$ cat config.mk
export PLATFORM = sky130hd
export DESIGN_NAME = horner_eval
export DESIGN_NICKNAME = d
export VERILOG_FILES = /design/src/rtl/fxd_pkg.sv /design/src/rtl/fxd_mul_shift.sv /design/src/rtl/horner_eval.sv
export SDC_FILE = /design/constraint.sdc
export NUM_CORES = 2
export LEC_CHECK = 0
export ABC_AREA = 1
export CAP_MARGIN = 5
export CORE_ASPECT_RATIO = 1.75
export CORE_MARGIN = 4
export CORE_UTILIZATION = 65
export DETAILED_ROUTE_END_ITERATION = 16
export DONT_BUFFER_PORTS = 1
export PLACE_DENSITY = 0.91
export SYNTH_ARGS = -nofsm -noshare
export SYNTH_HDL_FRONTEND = slang
export SYNTH_HIERARCHICAL = 1
export SYNTH_SLANG_ARGS = --single-unit
$ cat constraint.sdc
create_clock -name clk -period 21.2 [get_ports clk]
set_input_delay 4.24 -clock clk [delete_from_list [all_inputs] [get_ports clk]]
set_output_delay 4.24 -clock clk [all_outputs]
set_load 0.03 [all_outputs]
$ cat src/rtl/fxd_pkg.sv
// Shared types and width helpers for the fixed-point Horner evaluator.
package fxd_pkg;

  typedef enum logic [1:0] {
    IDLE  = 2'b00,
    READY = 2'b01,
    CALC  = 2'b10,
    DONE  = 2'b11
  } horner_state_typ;

  // Full signed product width of two fxd_n-bit words.
  function automatic int fxd_prod_width(input int fxd_n);
    return 2 * fxd_n;
  endfunction

  // Counter only ever holds 0..num_coef-2, so one bit suffices for short polynomials.
  function automatic int fxd_cnt_width(input int num_coef);
    return (num_coef > 2) ? $clog2(num_coef - 1) : 1;
  endfunction

endpackage

$ cat src/rtl/fxd_mul_shift.sv
// Combinational fixed-point multiply: full signed product, floor shift by FRAC_N, wrap to FXD_N bits.
module fxd_mul_shift
  import fxd_pkg::*;
#(
  parameter int FXD_N  = 32,
  parameter int FRAC_N = 30
) (
  input  logic signed [FXD_N-1:0] a,
  input  logic signed [FXD_N-1:0] b,
  output logic signed [FXD_N-1:0] y
);

  localparam int PW = fxd_prod_width(FXD_N);

  logic signed [PW-1:0] a_ext;
  logic signed [PW-1:0] b_ext;
  logic signed [PW-1:0] prod;
  logic                 unused_prod_bits;

  assign a_ext = PW'(a);
  assign b_ext = PW'(b);
  assign prod  = a_ext * b_ext;

  // Selecting bits above FRAC_N of the signed product is an arithmetic shift (floor) followed by a wrap.
  assign y = prod[FRAC_N +: FXD_N];

  assign unused_prod_bits = ^{prod[PW-1:FRAC_N+FXD_N], prod[FRAC_N-1:0]};

endmodule

$ cat src/rtl/horner_eval.sv
// Iterative Horner polynomial evaluator with avail/get handshakes on both sides.
module horner_eval
  import fxd_pkg::*;
#(
  parameter int                        FXD_N    = 32,
  parameter int                        FRAC_N   = 30,
  parameter int                        NUM_COEF = 4,
  parameter logic [NUM_COEF*FXD_N-1:0] COEF     = '0
) (
  input  logic             clk,
  input  logic             rst_n,
  input  logic             pre_avail,
  output logic             pre_get,
  input  logic [FXD_N-1:0] pre_data,
  output logic             post_avail,
  input  logic             post_get,
  output logic [FXD_N-1:0] post_data
);

  localparam int                CNT_W      = fxd_cnt_width(NUM_COEF);
  localparam logic [CNT_W-1:0]  CNT_RELOAD = CNT_W'((NUM_COEF > 1) ? NUM_COEF - 2 : 0);
  localparam logic [FXD_N-1:0]  C_TOP      = COEF[(NUM_COEF-1)*FXD_N +: FXD_N];
  localparam horner_state_typ   LOAD_NEXT  = (NUM_COEF == 1) ? DONE : CALC;

  horner_state_typ  state, next_state;
  logic [CNT_W-1:0] cnt;
  logic [FXD_N-1:0] x_reg;
  logic [FXD_N-1:0] acc;
  logic [FXD_N-1:0] coef_sel;
  logic [FXD_N-1:0] mul_out;
  logic             load;
  logic             step;

  assign coef_sel  = COEF[int'(cnt)*FXD_N +: FXD_N];
  assign post_data = acc;

  fxd_mul_shift #(
    .FXD_N (FXD_N),
    .FRAC_N(FRAC_N)
  ) u_mul (
    .a(acc),
    .b(x_reg),
    .y(mul_out)
  );

  always_ff @(posedge clk or negedge rst_n) begin
    if (!rst_n) begin
      state <= IDLE;
    end else begin
      state <= next_state;
    end
  end

  // Handshake outputs are decoded from state so reset clears them immediately.
  always_comb begin
    next_state = state;
    pre_get    = 1'b0;
    post_avail = 1'b0;
    load       = 1'b0;
    step       = 1'b0;
    unique case (state)
      IDLE: begin
        next_state = READY;
      end
      READY: begin
        pre_get = 1'b1;
        if (pre_avail) begin
          load       = 1'b1;
          next_state = LOAD_NEXT;
        end
      end
      CALC: begin
        step = 1'b1;
        if (cnt == '0) next_state = DONE;
      end
      DONE: begin
        post_avail = 1'b1;
        pre_get    = post_get;
        if (post_get) begin
          if (pre_avail) begin
            load       = 1'b1;
            next_state = LOAD_NEXT;
          end else begin
            next_state = READY;
          end
        end
      end
      default: next_state = IDLE;
    endcase
  end

  always_ff @(posedge clk or negedge rst_n) begin
    if (!rst_n) begin
      cnt <= '0;
    end else if (load) begin
      cnt <= CNT_RELOAD;
    end else if (step) begin
      cnt <= cnt - 1'b1;
    end
  end

  // Datapath registers carry no reset; the FSM never presents them before a load.
  always_ff @(posedge clk) begin
    if (load) begin
      x_reg <= pre_data;
      acc   <= C_TOP;
    end else if (step) begin
      acc <= mul_out + coef_sel;
    end
  end

endmodule

==> out/results.ini <==
[clock_tree]
ctsResizeCount=0
clock_tree.buffer_depth=2
cts_setup_buffers=0
cts_num_sinks=68
cts.clk_slew.worst_paths_ns=0.09
clock_tree.htree_level_count=3
cts_tree=done
ctsRootBufferMaster=sky130_fd_sc_hd__clkbuf_16
insertion_delay_ns=0.41
cts_buffers=9
postCtsHoldBufs=0

[timing]
timing.setup.tns_ns=0
final_critical_path_setup_slack_ns=12.34
pins_over_their_slew_limit=0
finalCriticalPeriod_ns=8.856
grt_setup_unrepaired=no
timing.clock.skew_ns=0.04043
max_freq_ghz=0.1129
final_min_period_over_clock_period=0.4177
worst_slew_margin_rel=0.1658
finalHoldWorstSlack_ns=0.5200
setup_viol=0
final_hold_viol_count=0
worst-slew-pin-transition_ns=1.251

[critical_path]
critical_path.max_fanout=2
crit_type=input port to output port
crit_required_ns=16.96
worstSetupEndpointType=output port
critical_path.startpoint_type=input port
worst-endpoint-arrival_ns=4.62

[synthesis]
synthDistinctLibCells=37
yosys.cell_count.top_type=sky130_fd_sc_hd__inv_1
syn-instance-count=5025
syn-num-nets=6300
synth_top_area_cell=sky130_fd_sc_hd__fa_1
edff_count_synth=32
synth_top_area_share=0.5344
synth_common_cells=1616 x sky130_fd_sc_hd__inv_1, 1407 x sky130_fd_sc_hd__nand2_1, 1061 x sky130_fd_sc_hd__fa_1
synth.yosys.seq_area_share=0.04281
synth-async-reset-ratio=0.05882
syn_area_per_cell_um2=7.910
yosys_register_bits=68
synth.cell_area_mm2=0.03975
ys_top_cells_by_area=sky130_fd_sc_hd__fa_1 53%, sky130_fd_sc_hd__inv_1 15%, sky130_fd_sc_hd__nand2_1 13%, sky130_fd_sc_hd__ha_1 5.6%, sky130_fd_sc_hd__edfxtp_1 2.4%
warnings_synthesis=6
synth_top_flop_cell=sky130_fd_sc_hd__edfxtp_1

[die]
row_count=119
io-pin-count=70
die_area_mm2=0.06533
die_w_um=194.9
floorplan.initialDensity=0.6575
coreArea_mm2=0.06045
die_y_um=335.1

[global_routing]
vias_in_the_first_global_route=37525
pin_count_of_the_biggest_net_entering_global_routing=37
globalRoute.totalOverflow=0
antenna_violations_before_repair=7
total_global_routing_track_utilization=0.3773
wire_length_of_the_first_global_routing_pass_um=190100

[routing]
route.vias.total=32899
drt_iter0_drc=2898
route.antenna.remaining_nets=0
route.detailed.vias_per_inst=5.776
wire_length_after_detailed_routing_um=120400
route.detailed.drc=0
drt_pass1_iterations=8
drt-wirelength-per-cell_um=21.13

[placed_design]
buffer_ports.inserted=0
gp_congestion=1.068
dp_hpwl_um=96520
pre_cts_ws_ns=12.35

[final_layout]
synthToLayoutAreaGrowth_pct=2.515
final_net_count=6171
drive_above_1_share=0.02571

[run_status]
outcome=finished, final reports clean

[worst_hold_path]
min_path_type=register to register

[run]
timing.max_cap.violations=0

==> path summary, 6_finish.rpt <==
path,end,from,cells after the start,slack (ns)
hold reg to reg,post_data[7],post_data[7],4,0.52
hold / removal,post_data[7],post_data[7],4,0.52
setup reg to reg,post_data[28],post_data[31],28,12.48
min in group asynchronous,cnt[0],rst_n,0,3.56
setup / recovery,pre_get,post_get,4,12.34
max in group asynchronous,cnt[0],rst_n,0,17.58
==> critical path, stage by stage <==
cell and delay (ns):
sky130_fd_sc_hd__inv_1 0.03, sky130_fd_sc_hd__nand2_1 0.08, sky130_fd_sc_hd__nand2_1 0.06, sky130_fd_sc_hd__inv_1 0.21
==> cells in the final DEF, fill, tap and decap left out, types with 12 or more instances in the layout <==
master / n
sky130_fd_sc_hd__inv_1: 1615
sky130_fd_sc_hd__nand2_1: 1407
sky130_fd_sc_hd__fa_1: 1061
sky130_fd_sc_hd__ha_1: 178
sky130_fd_sc_hd__nor2_1: 168
sky130_fd_sc_hd__nand3_1: 96
sky130_fd_sc_hd__a21oi_1: 82
sky130_fd_sc_hd__buf_4: 67
sky130_fd_sc_hd__o21ai_0: 53
sky130_fd_sc_hd__edfxtp_1: 32
sky130_fd_sc_hd__dfxtp_2: 21
sky130_fd_sc_hd__o21bai_1: 12
==> logic make-up after synthesis <==
family | count (synthesis) | share of synthesized area
buffers and inverters | 1825 | 0.1735
AND/OR/NAND/NOR | 1722 | 0.1689
adder cells (fa/ha/maj) | 1239 | 0.5904
AO/OA/AOI/OAI | 159 | 0.02175
flip-flops | 68 | 0.04281
XOR/XNOR | 12 | 0.002644
==> per-layer routing <==
| layer | global-route usage | wire length (µm) |
|---|---|---|
| met1 | 0.3709 | 34350 |
| met2 | 0.6618 | 61950 |
| met3 | 0.07017 | 9873 |
| met4 | 0.3501 | 14200 |
| met5 | 0 | 0 |
==> per-stage QoR <==
stage,area (µm²),cells,utilization
after global placement,40440,5671,0.6690
after CTS,40730,5687,0.6737
after detailed placement,40440,5671,0.6690
after floorplan,39750,5025,-
final,40750,5696,0.6741
after global routing,40740,5691,0.6739
==> final cells by class <==
class / instances / area, µm²
multi-input combinational: 3132 / 31150
fill: 4419 / 19700
inverter: 1618 / 6073
sequential: 68 / 1728
tap: 786 / 983.4
timing repair buffer: 67 / 503.0
clock buffer: 10 / 250.2
clock inverter: 6 / 36.28
antenna: 9 / 22.52
Power is not shown: default switching activity piles up to over one toggle a cycle in this logic, so the estimate is an artifact.
